`src/rtl/noc_out_port_arbiter_pkg.sv`:
```
// Shared types and defaults for the mesh-router output-port arbiter and its
// round-robin picker: flit type encoding, port indices and the FSM state type.
package noc_out_port_arbiter_pkg;

  localparam int NUM_PORTS   = 5;
  localparam int FLIT_W      = 32;
  localparam int TIMEOUT_CYC = 64;

  typedef enum logic [1:0] {
    BODY   = 2'b00,
    HEAD   = 2'b01,
    TAIL   = 2'b10,
    SINGLE = 2'b11
  } flit_type_e;

  typedef enum logic [2:0] {
    P_LOCAL = 3'd0,
    P_N     = 3'd1,
    P_E     = 3'd2,
    P_S     = 3'd3,
    P_W     = 3'd4
  } port_idx_e;

  typedef enum logic {
    S_IDLE,
    S_LOCKED
  } arb_state_e;

  // The caller passes the two type bits at the top of the flit.
  function automatic flit_type_e flit_type(input logic [1:0] type_bits);
    return flit_type_e'(type_bits);
  endfunction

endpackage

```
`src/rtl/noc_out_port_arbiter_if.sv`:
```
// Request side (five upstream inputs) and output link of one router output
// port, plus the owner/lock status observed by the router.
interface noc_out_port_arbiter_if #(
  parameter int NUM_PORTS = noc_out_port_arbiter_pkg::NUM_PORTS,
  parameter int FLIT_W    = noc_out_port_arbiter_pkg::FLIT_W
) ();

  logic [NUM_PORTS-1:0]        req_valid;
  logic [NUM_PORTS*FLIT_W-1:0] req_flit;
  logic [NUM_PORTS-1:0]        req_ready;
  logic                        out_valid;
  logic [FLIT_W-1:0]           out_flit;
  logic                        out_ready;
  logic [NUM_PORTS-1:0]        grant;
  logic                        locked;

  // Environment side: upstream inputs and downstream link.
  modport master (
    output req_valid, req_flit, out_ready,
    input  req_ready, out_valid, out_flit, grant, locked
  );

  // Arbiter side.
  modport slave (
    input  req_valid, req_flit, out_ready,
    output req_ready, out_valid, out_flit, grant, locked
  );

endinterface

```
`src/rtl/noc_out_port_arbiter_rr_pick.sv`:
```
// Combinational round-robin picker: first eligible requester after rr_ptr,
// wrapping modulo N. Shared with the router crossbar.
module noc_rr_pick
  import noc_out_port_arbiter_pkg::*;
#(
  parameter int N = NUM_PORTS
) (
  input  logic [N-1:0]         elig,
  input  logic [$clog2(N)-1:0] rr_ptr,
  output logic [N-1:0]         onehot,
  output logic                 any
);

  always_comb begin
    // NOTE: every output gets a default before the loop so no path leaves it
    // unassigned; otherwise synthesis would infer a latch.
    onehot = '0;
    any    = 1'b0;
    for (int k = 1; k <= N; k++) begin
      if (!any && elig[(int'(rr_ptr) + k) % N]) begin
        any                             = 1'b1;
        onehot[(int'(rr_ptr) + k) % N] = 1'b1;
      end
    end
  end

endmodule

```
`src/rtl/noc_out_port_arbiter.sv`:
```
// Wormhole output-port arbiter: round-robin on head flits, lock until tail,
// one registered output flit stage. Optional owner-idle release: NOC_ARB_TIMEOUT_EN.
module noc_out_port_arbiter #(
  parameter int NUM_PORTS   = noc_out_port_arbiter_pkg::NUM_PORTS,
  parameter int FLIT_W      = noc_out_port_arbiter_pkg::FLIT_W,
  parameter int TIMEOUT_CYC = noc_out_port_arbiter_pkg::TIMEOUT_CYC
) (
  input  logic                  clock,
  input  logic                  reset,
  input  logic                  enable,
  noc_out_port_arbiter_if.slave bus
`ifdef NOC_ARB_TIMEOUT_EN
  ,
  output logic                  arb_timeout
`endif
);

  import noc_out_port_arbiter_pkg::*;

  localparam int IDX_W = $clog2(NUM_PORTS);

  if (TIMEOUT_CYC < 1) begin : g_bad_timeout
    $error("TIMEOUT_CYC must be at least 1");
  end

  arb_state_e           state, state_nxt;
  logic [IDX_W-1:0]     owner, owner_nxt;
  logic [IDX_W-1:0]     rr_ptr, rr_ptr_nxt;
  logic [IDX_W-1:0]     pick_idx;
  logic [NUM_PORTS-1:0] elig, pick_onehot, ready, grant;
  logic                 pick_any;
  logic                 is_locked, space, take, last_take, expire;
  logic                 out_valid;
  logic [FLIT_W-1:0]    out_flit, owner_flit;
  flit_type_e           owner_type;

  // Only a packet opener (HEAD or SINGLE) may win; stray BODY/TAIL is ignored.
  always_comb begin
    elig = '0;
    for (int i = 0; i < NUM_PORTS; i++) begin
      case (flit_type(bus.req_flit[i*FLIT_W + FLIT_W - 2 +: 2]))
        HEAD, SINGLE: elig[i] = bus.req_valid[i];
        default:      elig[i] = 1'b0;
      endcase
    end
  end

  noc_rr_pick #(.N(NUM_PORTS)) u_pick (
    .elig   (elig),
    .rr_ptr (rr_ptr),
    .onehot (pick_onehot),
    .any    (pick_any)
  );

  always_comb begin
    pick_idx = '0;
    for (int i = 0; i < NUM_PORTS; i++) begin
      if (pick_onehot[i]) pick_idx = IDX_W'(i);
    end
  end

  assign is_locked  = (state == S_LOCKED);
  assign owner_flit = bus.req_flit[int'(owner)*FLIT_W +: FLIT_W];
  assign owner_type = flit_type(owner_flit[FLIT_W-1 -: 2]);
  assign space      = !out_valid || bus.out_ready;
  assign take       = is_locked && enable && bus.req_valid[owner] && space;
  assign last_take  = take && (owner_type == TAIL || owner_type == SINGLE);

  always_comb begin
    ready = '0;
    grant = '0;
    if (is_locked) begin
      grant[owner] = 1'b1;
      ready[owner] = enable && space;
    end
  end

`ifdef NOC_ARB_TIMEOUT_EN
  localparam int CNT_W = $clog2(TIMEOUT_CYC + 1);

  logic [CNT_W-1:0] idle_cnt, idle_cnt_nxt;

  // Counts only cycles where the owner could send but has nothing valid.
  always_comb begin
    idle_cnt_nxt = idle_cnt;
    expire       = 1'b0;
    if (!is_locked || take) begin
      idle_cnt_nxt = '0;
    end else if (enable && !bus.req_valid[owner]) begin
      if (idle_cnt == CNT_W'(TIMEOUT_CYC - 1)) begin
        expire       = 1'b1;
        idle_cnt_nxt = '0;
      end else begin
        idle_cnt_nxt = idle_cnt + 1'b1;
      end
    end
  end

  always_ff @(posedge clock) begin
    if (reset) begin
      idle_cnt    <= '0;
      arb_timeout <= 1'b0;
    end else begin
      idle_cnt    <= idle_cnt_nxt;
      arb_timeout <= expire;
    end
  end
`else
  assign expire = 1'b0;
`endif

  always_comb begin
    state_nxt  = state;
    owner_nxt  = owner;
    rr_ptr_nxt = rr_ptr;
    case (state)
      S_IDLE: begin
        if (enable && pick_any) begin
          state_nxt = S_LOCKED;
          owner_nxt = pick_idx;
        end
      end
      S_LOCKED: begin
        if (last_take || expire) begin
          state_nxt  = S_IDLE;
          rr_ptr_nxt = owner;
        end
      end
      default: state_nxt = S_IDLE;
    endcase
  end

  always_ff @(posedge clock) begin
    // NOTE: state registers use non-blocking assignments so every flop samples
    // the pre-edge values, independent of statement order.
    if (reset) begin
      state  <= S_IDLE;
      owner  <= '0;
      rr_ptr <= IDX_W'(NUM_PORTS - 1);
    end else begin
      state  <= state_nxt;
      owner  <= owner_nxt;
      rr_ptr <= rr_ptr_nxt;
    end
  end

  // Output stage drains on out_ready regardless of enable.
  always_ff @(posedge clock) begin
    if (reset) begin
      out_valid <= 1'b0;
      out_flit  <= '0;
    end else if (take) begin
      out_valid <= 1'b1;
      out_flit  <= owner_flit;
    end else if (bus.out_ready) begin
      out_valid <= 1'b0;
    end
  end

  assign bus.req_ready = ready;
  assign bus.grant     = grant;
  assign bus.locked    = is_locked;
  assign bus.out_valid = out_valid;
  assign bus.out_flit  = out_flit;

endmodule

```
`src/flat_wrapper.sv`:
```
// flat-port wrapper written by rule: the top's interface ports become plain ports
module noc_out_port_arbiter_flat import noc_out_port_arbiter_pkg::*;
#(
  parameter int NUM_PORTS   = noc_out_port_arbiter_pkg::NUM_PORTS,
  parameter int FLIT_W      = noc_out_port_arbiter_pkg::FLIT_W,
  parameter int TIMEOUT_CYC = noc_out_port_arbiter_pkg::TIMEOUT_CYC
)
  (clock, reset, enable, bus_req_valid, bus_req_flit, bus_out_ready, bus_req_ready, bus_out_valid, bus_out_flit, bus_grant, bus_locked);
  noc_out_port_arbiter_if #(.NUM_PORTS(NUM_PORTS), .FLIT_W(FLIT_W)) bus_i ();
  input  logic clock;
  input  logic reset;
  input  logic enable;
  input wire logic [$bits(bus_i.req_valid)-1:0] bus_req_valid;
  input wire logic [$bits(bus_i.req_flit)-1:0] bus_req_flit;
  input wire logic [$bits(bus_i.out_ready)-1:0] bus_out_ready;
  output wire logic [$bits(bus_i.req_ready)-1:0] bus_req_ready;
  output wire logic [$bits(bus_i.out_valid)-1:0] bus_out_valid;
  output wire logic [$bits(bus_i.out_flit)-1:0] bus_out_flit;
  output wire logic [$bits(bus_i.grant)-1:0] bus_grant;
  output wire logic [$bits(bus_i.locked)-1:0] bus_locked;
  assign bus_i.req_valid = bus_req_valid;
  assign bus_i.req_flit = bus_req_flit;
  assign bus_i.out_ready = bus_out_ready;
  assign bus_req_ready = bus_i.req_ready;
  assign bus_out_valid = bus_i.out_valid;
  assign bus_out_flit = bus_i.out_flit;
  assign bus_grant = bus_i.grant;
  assign bus_locked = bus_i.locked;
  noc_out_port_arbiter #(.NUM_PORTS(NUM_PORTS), .FLIT_W(FLIT_W), .TIMEOUT_CYC(TIMEOUT_CYC)) u_core (.clock(clock), .reset(reset), .enable(enable), .bus(bus_i));
endmodule
```
`config.mk`:
```
export PLATFORM = sky130hd
export DESIGN_NAME = noc_out_port_arbiter_flat
export DESIGN_NICKNAME = d
export VERILOG_FILES = /design/src/rtl/noc_out_port_arbiter_pkg.sv /design/src/rtl/noc_out_port_arbiter_if.sv /design/src/rtl/noc_out_port_arbiter_rr_pick.sv /design/src/rtl/noc_out_port_arbiter.sv /design/src/flat_wrapper.sv
export SDC_FILE = /design/constraint.sdc
export NUM_CORES = 1
export LEC_CHECK = 0
export BUFFER_PORTS_ARGS = -buffer_cell sky130_fd_sc_hd__buf_4
export CAP_MARGIN = 20
export CORE_MARGIN = 5
export CORE_UTILIZATION = 50
export DETAILED_ROUTE_END_ITERATION = 8
export PLACE_DENSITY = 0.86
export SYNTH_ARGS = -nofsm -noshare
export SYNTH_HDL_FRONTEND = slang
export SYNTH_SLANG_ARGS = --single-unit
```
`constraint.sdc`:
```
create_clock -name clock -period 5.6 [get_ports clock]
set_input_delay 0.84 -clock clock [delete_from_list [all_inputs] [get_ports clock]]
set_output_delay 0.84 -clock clock [all_outputs]
set_load 0.03 [all_outputs]
```
After elaboration in Yosys (flattened, before gate mapping)
Index checks and enable logic that the tools add are counted.

Multiplexer cells: 55. $add $sub $neg: 5. Shift operators: 1. Order comparisons: 12. Div/mod/pow operators: 5. Equal/unequal tests: 12. Bitwise logic cells: 6. Reduce and logical (&&, ||, !) cells: 31.

Operators with widths (count): >= comparator 32 x 1 -> 1 bit, second input constant (5); < comparator 32 x 5 -> 1 bit, second input constant (5); modulo 32 x 4 -> 32 bit, second input constant (5); indexed part select 160 x 9 -> 32 bit (1); 2-to-1 mux 5 bit (7); 2-to-1 mux 1 bit (32); OR 5 bit (4); binary-select mux 1 bit (select 3 bit) (6); demux 1 bit (select 3 bit) (6); logical AND 1 bit (16); equality test 2 bit, second input constant (7); equality test 2 x 1 -> 1 bit, second input constant (5); OR reduction 2 bit (5); adder 3 x 2 -> 4 bit, second input constant (2); adder 3 x 3 -> 4 bit, second input constant (2); AND 5 bit (1); logical NOT 1 bit (5); adder 3 x 1 -> 4 bit, second input constant (1); < comparator 3 x 4 -> 1 bit, second input constant (1); 2-to-1 mux 2 bit (2); AND reduction 2 bit (2); >= comparator 3 x 1 -> 1 bit, second input constant (1); 2-to-1 mux 3 bit (1); logical OR 1 bit (2); 3 further kinds (3).

Output and inout bits: 44. Logic and storage cells: 132. Bits in registers: 40. Bits of input ports: 169.

Longest topological paths before layout
Gate-level depths: netlist (run 1).

Depth after elaboration: 23. Gate-level depth with buffers: 22.

Modules after synthesis
From an unflattened synthesis (run 1), not the netlist that was laid out.

Cells, all modules: 636. Area, all modules: 5480.3 um^2.

Modules (own cells, without submodules): noc_out_port_arbiter (cells an instance 257, area each 2785.2 um^2, times used 1); noc_rr_pick (cells an instance 379, area each 2695.1 um^2, times used 1).

Least setup slack after synthesis (run 1)
No wires, ideal clock.

Path kind: register to register. From: register u_core.rr_ptr[0]. To: register u_core.owner[0]. Data required time: 5480 ps. Stages on the path, launching flop included: 22. Path buffers: 4. Slack: 527 ps. Arrival: 4952 ps. Cell sequence: dfxtp_1 > buf_2 > buf_2 > inv_1 > clkbuf_1 > ha_1 > clkbuf_1 > inv_2 > ha_1 > nor2_1 > a21oi_2 > xnor2_2 > ha_1 > nor2b_1 > o32ai_4 > nor3b_1 > o2111a_1 > a211oi_2 > nand2_4 > o41a_1 > or3b_1 > o2bb2ai_1.

Cells in the longest elaborated chain, start to end: 22.

RTL lines: start, declared (RTL line noc_out_port_arbiter.sv:28) `logic [IDX_W-1:0] rr_ptr, rr_ptr_nxt;`; start signal, assigned (RTL line noc_out_port_arbiter.sv:139) `rr_ptr <= IDX_W'(NUM_PORTS - 1);`; start signal, assigned (RTL line noc_out_port_arbiter.sv:143) `rr_ptr <= rr_ptr_nxt;`; branches (longest 22 deep; another with modulo 32 x 4 -> 32 bit); end signal, assigned (RTL line noc_out_port_arbiter.sv:142) `owner <= owner_nxt;`; end, declared (RTL line noc_out_port_arbiter.sv:27) `logic [IDX_W-1:0] owner, owner_nxt;`.

Parallel ways; which one is timed is not known. The select of a mux whose other input is x is not followed. A chain may end at the register's enable or synchronous reset.

Worst setup path after layout (run 1)
From: register u_core.rr_ptr[0]. To: register u_core.owner[1].

Cells in the longest elaborated chain, start to end: 21.

RTL lines: branches (longest 21 deep; another with modulo 32 x 4 -> 32 bit).

Parallel ways; which one is timed is not known. The select of a mux whose other input is x is not followed.

==> results of run 1 <==
==> worst paths after layout <==
check / startpoint / to / slack, ns
setup / recovery: u_core.rr_ptr[0] / u_core.owner[1] / 0.58
hold / removal: u_core.bus.out_flit[30] / u_core.bus.out_flit[30] / 0.46
setup reg to reg: u_core.rr_ptr[0] / u_core.owner[1] / 0.58
hold reg to reg: u_core.bus.out_flit[30] / u_core.bus.out_flit[30] / 0.46
==> routing by layer <==
layer / wire (um) / vias up
li1: - / 2630
met1: 7140 / 2656
met2: 9198 / 280
met3: 1498 / 49
met4: 627 / 0
met5: 0 / -
==> cells in the final DEF, fill, tap and decap left out, types with 6 or more instances in the layout <==
master      n
inv_1      50
mux4_2     33
nand2_1    37
o21ai_0    20
nor2b_1     7
a211oi_1   33
xnor2_1     7
nor4_1      7
nand3_1    22
nand2b_1    9
nand4_1     8
o22ai_1     6
nor3_1      8
a221oi_1   35
dfxtp_1    38
buf_4     222
a21oi_1    12
nor2_1     38
ha_1       33
a22oi_1     6
mux2i_1     6
==> through the flow <==
step	hold slack, ns	area [um^2]	total power [W]
final	0.4627	6793	0.0009259
after global routing	0.4865	6793	0.0009664
after CTS	0.4621	6785	0.0009278
after detailed placement	0.4475	6670	0.0006830
after global placement	0.4432	6670	0.0006760
after floorplan	0.5380	5040	0.0005207
==> logic make-up (layout without fill, tap and decap cells) <==
| logic type | after synthesis | count (layout) | share of synthesized area, % |
|---|---|---|---|
| buffers and inverters | 103 | 287 | 8.466 |
| adders and majority gates | 33 | 33 | 8.193 |
| xor gates and xnor gates | 13 | 13 | 3.302 |
| AOI/OAI and AO/OA | 180 | 180 | 28.30 |
| muxes | 43 | 43 | 17.06 |
| DFF | 40 | 40 | 15.89 |
| and+or+nand+nor | 175 | 175 | 18.79 |
==> layout make-up <==
type                    instances  area share (%)
well taps                     133           2.450
multi-input cells             444           56.31
flip-flops and latches         40           11.83
repair buffers                222           24.53
clock buffers                   5           1.013
inverters                      57           3.187
clock inverters                 3          0.6815
==> power breakdown <==
group          total (W)  internal [W]  switching (W)
logic           0.000355      0.000188       0.000167
clock network   0.000247      0.000134       0.000112
registers       0.000324      0.000300      0.0000242
==> state kept, by name (all words and copies together) (netlist names) <==
| signal | flops |
|---|---|
| u_core.bus.locked | 1 |
| u_core.bus.out_flit | 32 |
| u_core.bus.out_valid | 1 |
| u_core.rr_ptr | 3 |
| u_core.owner | 3 |
==> worst max-delay path: cells and delay by family (launching register included) <==
kind | cells | cell delay, ns
simple gates | 5 | 0.85
xor+xnor | 1 | 0.22
compound gates | 6 | 1.89
mux | 1 | 0.27
fa+ha+maj | 2 | 0.80
flops | 1 | 0.40
buf+inv | 1 | 0.45
==> metrics.md, run 1 <==
| Metric | Value |
|---|---|
| DIE WIDTH | `110.4 um` |
| CP Data Required Time | `5.77 ns` |
| Grt total ovfl | `0` |
| Fillers | `792` |
| CTS Buffer Depth | `2` |
| Max Clk Rate | `199.4 MHz` |
| Avg Inst Size Synth | `8.586 um^2` |
| Initial antenna violation count | `0` |
| Number of synthesized flops with an enable pin | `0` |
| Area grow syn2layout | `34.78%` |
| WL per Instance | `20.42 um` |
| Synth top area cells | `dfxtp_1 16%, mux4_2 15%, ha_1 8.2%` |
| Synth cell count leaders | `50 x inv_1, 40 x dfxtp_1, 38 x nor2_1` |
| Rows | `36` |
| Worst hold path class | `flop to flop` |
| Core Util, Final | `69.18%` |
| Final worst-path setup slack | `0.5848 ns` |
| GR Util met2 | `48.74%` |
| Final setup fails | `0` |
| Yosys warns | `0` |
| Number of global-route vias before repair | `5557` |
| Ant. Diodes | `0` |
| Post-Syn Instances | `587` |
| Peak VDD IR | `120.3 uV` |
| Area of the multi-input gates | `3825 um^2` |
| Hold-fix buffers, CTS | `0` |
| Final cell count without fillers | `904` |
| RSZ-0062 raised after global routing | `false` |
| FF/Latch Area | `803.3 um^2` |
| Postcts setup bufs | `0` |
| CP Cell Sequence | `buf_4 -> ha_1 -> nor3_2 -> a211oi_1 -> xnor2_2 -> ha_1 -> nor2_1 -> nor2_1 -> o311ai_1 -> and3b_1 -> mux2i_4 -> a311o_1 -> o22a_1 -> o41a_1 -> or3b_1 -> o2bb2ai_1` |
| Pleak | `2.836 nW` |
| Clk sinks | `40` |
| TritonCTS Buffers | `5` |
| Post_cts resized | `0` |
| Clock slew at reported path FFs | `0.09 ns` |
| Post-route clock period utilization | `89.56%` |
| WHS Path Cells | `2` |
| Run status | `complete, no violations` |
| Crit path capture type | `flop` |
| Post-DRT Antenna Nets | `0` |
| Die height | `110.4 um` |
| Vias | `5615` |
| Max-slew headroom | `31.18%` |
| I/O Buffers | `212` |
| Final HPWL DP | `14960 um` |
| Post-Place Cells | `896` |
| Reg2Reg Depth | `16` |
| CTS H-tree depth | `2` |
| Synthesized area | `5040 um^2` |
| Clk root buf | `clkbuf_8` |
| Setup TNS | `0 ns` |
| First-pass GRT wire length | `28140 um` |
| GRT met3 Usage | `5.183%` |
| Gr busiest metal | `met2` |
| Min Clock Period, post-route | `5.015 ns` |
| GRT Overall Usage | `29.24%` |
| Ports | `213` |
| Arrival time worst endpoint | `5.19 ns` |
| DRC viols | `0` |
| Share of the synthesized area in the top cell type | `15.89%` |
| CTS tree | `built` |
| Met1 Resource Use GR | `38.53%` |
| Largest net degree at the start of global routing | `64` |
| 1st-pass router iterations | `5` |
| Register area share after synthesis | `15.89%` |
| GP Congestion | `0.9306` |
| Synth Net Count | `789` |
| Crit-path max FO | `37` |
| Startpoint types | `flop` |
| Maxcap violations | `0` |
| Ys flop type | `dfxtp_1` |
| Final nets | `972` |
| Worst skew pair latency | `0.30 ns` |
| Final hold viol count | `0` |
| Crit Path Class | `flop to flop` |
| CP max-delay cell | `ha_1` |
| Die area | `12190 um^2` |
| Synth Register Bits | `40` |
| Max incr delay on CP | `0.49 ns` |
| Fin. max-slew vios | `0` |
| Dpl ws | `0.5326 ns` |
| Core area | `9819 um^2` |
| Pwr dens | `136.3 nW/um^2` |
| Starting density of the core | `51.33%` |
| Most common cell in the netlist | `inv_1` |
| Setup Skew | `0.01476 ns` |
| Distinct cells, synth | `89` |
| DRT iter0 DRCs | `525` |
| Post-DR vias/cell | `6.211` |
| Synth area leader | `dfxtp_1` |
| Worst Tran Pin Value | `1.032 ns` |
| Drt total wl | `18460 um` |
| Ys async rst share | `0%` |
| Layout cells sized above 1 | `39.43%` |
(Power assumes the default switching activity.)
==> inputs of run 2 (changes only) <==
--- a/config.mk
+++ b/config.mk
@@ -7,6 +7,7 @@
 export LEC_CHECK = 0
 export BUFFER_PORTS_ARGS = -buffer_cell sky130_fd_sc_hd__buf_4
 export CAP_MARGIN = 20
+export CORE_ASPECT_RATIO = 0.9
 export CORE_MARGIN = 5
 export CORE_UTILIZATION = 50
 export DETAILED_ROUTE_END_ITERATION = 8
==> metrics.md, run 2 (synthesis results as in run 1) <==
| Metric | Value |
|---|---|
| Post-DRT Antenna Nets | `0 (unchanged)` |
| Crit-path max FO | `11 (was 37)` |
| FF/Latch Area | `803.3 um^2 (unchanged)` |
| Drt total wl | `19110 um (was 18460 um)` |
| Rows | `34 (was 36)` |
| Final Total Pwr | `0.0009206 W (was 0.0009259 W)` |
| Max incr delay on CP | `0.47 ns (was 0.49 ns)` |
| CTS H-tree depth | `2 (unchanged)` |
| Ports | `213 (unchanged)` |
| Pwr dens | `135.6 nW/um^2 (was 136.3 nW/um^2)` |
| Fin. max-slew vios | `0 (unchanged)` |
| CP Cell Sequence | `ha_1 -> xnor2_2 -> inv_4 -> ha_1 -> nor4b_1 -> a211oi_1 -> xnor2_1 -> buf_4 -> ha_1 -> nor2_1 -> nor2_1 -> o311ai_1 -> and3b_1 -> mux2i_4 -> a311o_1 -> o22a_1 -> o41a_1 -> or3b_1 -> o2bb2ai_1 (was buf_4 -> ha_1 -> nor3_2 -> a211oi_1 -> xnor2_2 -> ha_1 -> nor2_1 -> nor2_1 -> o311ai_1 -> and3b_1 -> mux2i_4 -> a311o_1 -> o22a_1 -> o41a_1 -> or3b_1 -> o2bb2ai_1)` |
| Area grow syn2layout | `34.71% (was 34.78%)` |
| Worst skew pair latency | `0.29 ns (was 0.30 ns)` |
| Die area | `12190 um^2 (about the same)` |
| TritonCTS Buffers | `5 (unchanged)` |
| I/O Buffers | `212 (unchanged)` |
| GP Congestion | `1.042 (was 0.9306)` |
| RSZ-0062 raised after global routing | `false (unchanged)` |
| Core area | `9742 um^2 (was 9819 um^2)` |
| Max Clk Rate | `203.0 MHz (was 199.4 MHz)` |
| Area of the multi-input gates | `3817 um^2 (was 3825 um^2)` |
| Post-DR vias/cell | `6.382 (was 6.211)` |
| Die height | `105.2 um (was 110.4 um)` |
| Max reg flops | `32 (unchanged)` |
| Largest regs | `u_core.bus.out_flit (32), u_core.owner (3), u_core.rr_ptr (3) (unchanged)` |
| CP Data Required Time | `5.77 ns (about the same)` |
| Startpoint types | `flop (unchanged)` |
| Final nets | `974 (was 972)` |
| Crit path capture type | `flop (unchanged)` |
| Final hold viol count | `0 (unchanged)` |
| Worst hold path class | `flop to flop (unchanged)` |
| Setup TNS | `0 ns (unchanged)` |
| Hold-fix buffers, CTS | `0 (unchanged)` |
| Clock slew at reported path FFs | `0.08 ns (was 0.09 ns)` |
| Post_cts resized | `0 (unchanged)` |
| Postcts setup bufs | `0 (unchanged)` |
| WL per Instance | `21.21 um (was 20.42 um)` |
| Post-route clock period utilization | `87.98% (was 89.56%)` |
| Most frequent CP cell | `ha_1` |
| Most frequent cells in the layout | `224 x buf_4, 50 x inv_1, 38 x nor2_1, 38 x dfxtp_1, 37 x nand2_1 (was 222 x buf_4, 50 x inv_1, 38 x nor2_1, 38 x dfxtp_1, 37 x nand2_1)` |
| Run status | `complete, no violations (unchanged)` |
| CTS Buffer Depth | `2 (unchanged)` |
| DRC viols | `0 (unchanged)` |
| Arrival time worst endpoint | `5.10 ns (was 5.19 ns)` |
| DRT iter0 DRCs | `482 (was 525)` |
| Worst Tran Pin Value | `1.019 ns (was 1.032 ns)` |
| Crit Path Class | `flop to flop (unchanged)` |
| CTS tree | `built (unchanged)` |
| Grt total ovfl | `0 (unchanged)` |
| Maxcap violations | `0 (unchanged)` |
| Final setup fails | `0 (unchanged)` |
| Final HPWL DP | `15380 um (was 14960 um)` |
| Clk root buf | `clkbuf_8 (unchanged)` |
| Layout cells sized above 1 | `39.33% (was 39.43%)` |
| Peak VDD IR | `134.8 uV (was 120.3 uV)` |
| Setup Skew | `0.01503 ns (was 0.01476 ns)` |
| Fillers | `786 (was 792)` |
| Max-slew headroom | `31.95% (was 31.18%)` |
| Pleak | `2.846 nW (was 2.836 nW)` |
| Clk sinks | `40 (unchanged)` |
| Min Clock Period, post-route | `4.927 ns (was 5.015 ns)` |
| Initial antenna violation count | `2 (was 0)` |
| Vias | `5750 (was 5615)` |
| Number of global-route vias before repair | `5530 (was 5557)` |
| Cell family with most CP delay | `compound AO/OA/AOI/OAI gates (unchanged)` |
| Starting density of the core | `51.73% (was 51.33%)` |
| Largest net degree at the start of global routing | `65 (was 64)` |
| Register-to-register setup slack | `0.67 ns (was 0.58 ns)` |
| DIE WIDTH | `115.8 um (was 110.4 um)` |
| 1st-pass router iterations | `6 (was 5)` |
| Worst path bufs/invs | `2 (was 1)` |
| Most flop-heavy register | `u_core.bus.out_flit (unchanged)` |
| GRT Overall Usage | `29.69% (was 29.24%)` |
| First-pass GRT wire length | `29020 um (was 28140 um)` |
| Most common cell after layout, fill and taps aside | `buf_4 (unchanged)` |
| CP max-delay cell | `xnor2_2 (was ha_1)` |
==> run 2: cell count changes in the layout (fill, tap and decap cells not counted), sizes merged <==
cell	delta
clkinv	+1
diode	+2
buf	+2
inv	-1
clkbuf	+1
clkinvlp	-1
==> run 2: power by group <==
part	total (W)	internal, W	switching (W)
combinational	0.000372	0.000188	0.000184
sequential	0.000311	0.000300	0.0000104
clock	0.000238	0.000133	0.000106
total	0.000921	0.000620	0.000300
==> run 2: area by class of cell <==
class,instances,area share [%]
multi-input cells,444,56.23
well taps,126,2.322
clock inverters,2,0.5160
clock buffers,6,1.069
diodes,2,0.07372
repair buffers,224,24.77
flip-flops and latches,40,11.83
inverters,57,3.188
==> run 2: metrics by stage <==
| stage | setup slack (ns) | area [um^2] | util (%) | std cells | hold WS (ns) |
|---|---|---|---|---|---|
| 3_3_place_gp | 0.9068 | 6676 | 68.53 | 891 | 0.4434 |
| 2_1_floorplan | 0.5273 | 5040 | - | 587 | 0.5380 |
| 4_1_cts | 0.6761 | 6784 | 69.64 | 899 | 0.4612 |
| 6_report | 0.6729 | 6789 | 69.69 | 901 | 0.4598 |
| 5_1_grt | 0.2463 | 6789 | 69.69 | 901 | 0.4715 |
| 3_5_place_dp | 0.6969 | 6676 | 68.53 | 891 | 0.4455 |
==> run 2: final timing paths <==
kind / start / endpoint / cells after the start
max: u_core.rr_ptr[0] / u_core.owner[0] / 19
min: u_core.bus.out_flit[6] / u_core.bus.out_flit[6] / 2
max reg2reg: u_core.rr_ptr[0] / u_core.owner[0] / 19
min reg2reg: u_core.bus.out_flit[6] / u_core.bus.out_flit[6] / 2
==> run 2: routing by layer <==
metal	up-vias	GRT usage (%)	wire length [um]
li1	2641	-	-
met1	2730	38.01	7293
met2	338	49.71	9333
met3	41	6.590	1900
met4	0	9.279	579
met5	-	0	0
==> run 2: worst min-delay path, stage by stage (launching register included) <==
cell and delay [ns]:
dfxtp_1 0.31, inv_1 0.05, a211oi_1 0.05
==> inputs of run 3 (changes only) <==
--- a/config.mk
+++ b/config.mk
@@ -8,10 +8,11 @@
 export BUFFER_PORTS_ARGS = -buffer_cell sky130_fd_sc_hd__buf_4
 export CAP_MARGIN = 20
 export CORE_ASPECT_RATIO = 0.9
-export CORE_MARGIN = 5
+export CORE_MARGIN = 10
 export CORE_UTILIZATION = 50
 export DETAILED_ROUTE_END_ITERATION = 8
 export PLACE_DENSITY = 0.86
+export SLEW_MARGIN = 20
 export SYNTH_ARGS = -nofsm -noshare
 export SYNTH_HDL_FRONTEND = slang
 export SYNTH_SLANG_ARGS = --single-unit
==> metrics.md, run 3 (synthesis results as in run 1) <==
| Metric | Value |
|---|---|
| Max reg flops | `32 (unchanged)` |
| Max-slew headroom | `28.04% (was 31.95%)` |
| Final nets | `974 (unchanged)` |
| Routed wl met3 | `1717 um (was 1900 um)` |
| Post-route clock period utilization | `88.49% (was 87.98%)` |
| Crit-path max FO | `17 (was 11)` |
| Worst Tran Pin Value | `1.079 ns (was 1.019 ns)` |
| Most common cell after layout, fill and taps aside | `buf_4 (unchanged)` |
| Crit Path Class | `flop to flop (unchanged)` |
| First-pass GRT wire length | `30950 um (was 29020 um)` |
| Most frequent CP cell | `ha_1 (unchanged)` |
| Arrival time worst endpoint | `5.14 ns (was 5.10 ns)` |
| Peak VDD IR | `112.2 uV (was 134.8 uV)` |
| GRT Overall Usage | `25.97% (was 29.69%)` |
| WL met1 | `8286 um (was 7293 um)` |
| Fin. max-slew vios | `0 (unchanged)` |
| WL per Instance | `22.96 um (was 21.21 um)` |
| Routed length on met2 | `10350 um (was 9333 um)` |
| Final worst-path setup slack | `0.6448 ns (was 0.6729 ns)` |
| Starting density of the core | `51.73% (unchanged)` |
| CTS Buffer Depth | `2 (unchanged)` |
| Min Clock Period, post-route | `4.955 ns (was 4.927 ns)` |
| Initial antenna violation count | `1 (was 2)` |
| Post-DRT Antenna Nets | `0 (unchanged)` |
| Core Util, Final | `69.46% (was 69.69%)` |
| Worst skew pair latency | `0.30 ns (was 0.29 ns)` |
| CP Data Required Time | `5.79 ns (was 5.77 ns)` |
| Run status | `complete, no violations (unchanged)` |
| DRC viols | `0 (unchanged)` |
| Pleak | `2.837 nW (was 2.846 nW)` |
| Post_cts resized | `0 (unchanged)` |
| Clock slew at reported path FFs | `0.09 ns (was 0.08 ns)` |
| Postcts setup bufs | `0 (unchanged)` |
| CTS H-tree depth | `2 (unchanged)` |
| RSZ-0062 raised after global routing | `false (unchanged)` |
| 1st-pass router iterations | `5 (was 6)` |
| CP max-delay cell | `a211oi_2 (was xnor2_2)` |
| Number of global-route vias before repair | `5601 (was 5530)` |
| Most frequent cells in the layout | `224 x buf_4, 50 x inv_1, 38 x nor2_1, 38 x dfxtp_1, 37 x nand2_1 (unchanged)` |
| CP Cell Sequence | `buf_4 -> inv_1 -> ha_1 -> xnor2_4 -> inv_2 -> ha_1 -> nor2_1 -> a21oi_2 -> xnor2_2 -> ha_1 -> nor2b_1 -> o32ai_4 -> nor3b_1 -> o2111a_1 -> a211oi_2 -> nand2_4 -> o41a_1 -> or3b_1 -> o2bb2ai_1 (was ha_1 -> xnor2_2 -> inv_4 -> ha_1 -> nor4b_1 -> a211oi_1 -> xnor2_1 -> buf_4 -> ha_1 -> nor2_1 -> nor2_1 -> o311ai_1 -> and3b_1 -> mux2i_4 -> a311o_1 -> o22a_1 -> o41a_1 -> or3b_1 -> o2bb2ai_1)` |
| Dpl ws | `0.6914 ns (was 0.6969 ns)` |
| Setup Skew | `0.006457 ns (was 0.01503 ns)` |
| DRT iter0 DRCs | `547 (was 482)` |
| GP Congestion | `1.024 (was 1.042)` |
| Core area | `9742 um^2 (unchanged)` |
| Maxcap violations | `0 (unchanged)` |
| Final cell count without fillers | `900 (was 901)` |
| Max incr delay on CP | `0.40 ns (was 0.47 ns)` |
| Pwr dens | `130.8 nW/um^2 (was 135.6 nW/um^2)` |
| Drt total wl | `20660 um (was 19110 um)` |
| Fillers | `781 (was 786)` |
| Startpoint types | `flop (unchanged)` |
| Clk root buf | `clkbuf_8 (unchanged)` |
| FF/Latch Area | `803.3 um^2 (unchanged)` |
| Hold-fix buffers, CTS | `0 (unchanged)` |
| Crit path capture type | `flop (unchanged)` |
| Clk sinks | `40 (unchanged)` |
| Ports | `213 (unchanged)` |
| Worst hold path class | `flop to flop (unchanged)` |
| Setup TNS | `0 ns (unchanged)` |
| TritonCTS Buffers | `5 (unchanged)` |
| Final hold viol count | `0 (unchanged)` |
| Area grow syn2layout | `34.26% (was 34.71%)` |
| CTS tree | `built (unchanged)` |
| Rows | `34 (unchanged)` |
| Most flop-heavy register | `u_core.bus.out_flit (unchanged)` |
| Layout cells sized above 1 | `39.46% (was 39.33%)` |
| Post-Place Cells | `891 (unchanged)` |
| Post-DR vias/cell | `6.306 (was 6.382)` |
| Fin Hold WS | `0.4621 ns (was 0.4598 ns)` |
| Die area | `14500 um^2 (was 12190 um^2)` |
| Area of the multi-input gates | `3817 um^2 (unchanged)` |
| DIE WIDTH | `125.8 um (was 115.8 um)` |
| Largest regs | `u_core.bus.out_flit (32), u_core.owner (3), u_core.rr_ptr (3) (unchanged)` |
| I/O Buffers | `212 (unchanged)` |
| Largest net degree at the start of global routing | `64 (was 65)` |
| Final setup fails | `0 (unchanged)` |
| Top routing layer in use | `met4 (unchanged)` |
| Final HPWL DP | `16610 um (was 15380 um)` |
| Vias | `5675 (was 5750)` |
| Max Clk Rate | `201.8 MHz (was 203.0 MHz)` |
| Grt total ovfl | `0 (unchanged)` |
| Die height | `115.2 um (was 105.2 um)` |
==> run 3: worst paths after layout <==
check                           cells after the start  slack, ns                endpoint              startpoint
worst min register to register                      2       0.46  u_core.bus.out_flit[7]  u_core.bus.out_flit[7]
worst min-delay path                                2       0.46  u_core.bus.out_flit[7]  u_core.bus.out_flit[7]
worst max-delay path                               19       0.64         u_core.owner[0]        u_core.rr_ptr[0]
worst max register to register                     19       0.64         u_core.owner[0]        u_core.rr_ptr[0]
==> run 3: area by class of cell <==
type	count	share of cell area [%]
Multi-Input combinational cell	444	56.42
Timing Repair Buffer	224	24.85
Sequential cell	40	11.87
Inverter	57	3.199
Tap cell	126	2.330
Clock buffer	5	1.017
Clock inverter	3	0.2774
Antenna cell	1	0.03698
==> run 3: layer usage <==
metal	track usage, %	vias to the layer above
li1	-	2632
met1	32.75	2721
met2	44.02	294
met3	6.305	28
met4	5.610	0
met5	1.961	-
==> run 3: where the power goes <==
part | switching, W | internal [W]
clock | 0.000115 | 0.0000871
sequential | 0.0000219 | 0.000300
combinational | 0.000173 | 0.000188
total | 0.000310 | 0.000575
==> run 3: critical path: cells and delay by family, from the launching register on <==
| family | cells | cell delay, ns |
|---|---|---|
| buffers and inverters | 3 | 0.43 |
| adder cells (fa/ha/maj) | 3 | 0.97 |
| AO/OA/AOI/OAI | 6 | 1.44 |
| flip-flops | 1 | 0.34 |
| XOR/XNOR | 2 | 0.59 |
| AND/OR/NAND/NOR | 5 | 1.07 |
==> run 3: metrics by stage <==
step,power [W],cell area [um^2]
4_1_cts,0.0008804,6764
5_1_grt,0.0009212,6766
3_3_place_gp,0.0006765,6676
2_1_floorplan,0.0005207,5040
6_report,0.0008850,6766
3_5_place_dp,0.0006839,6676
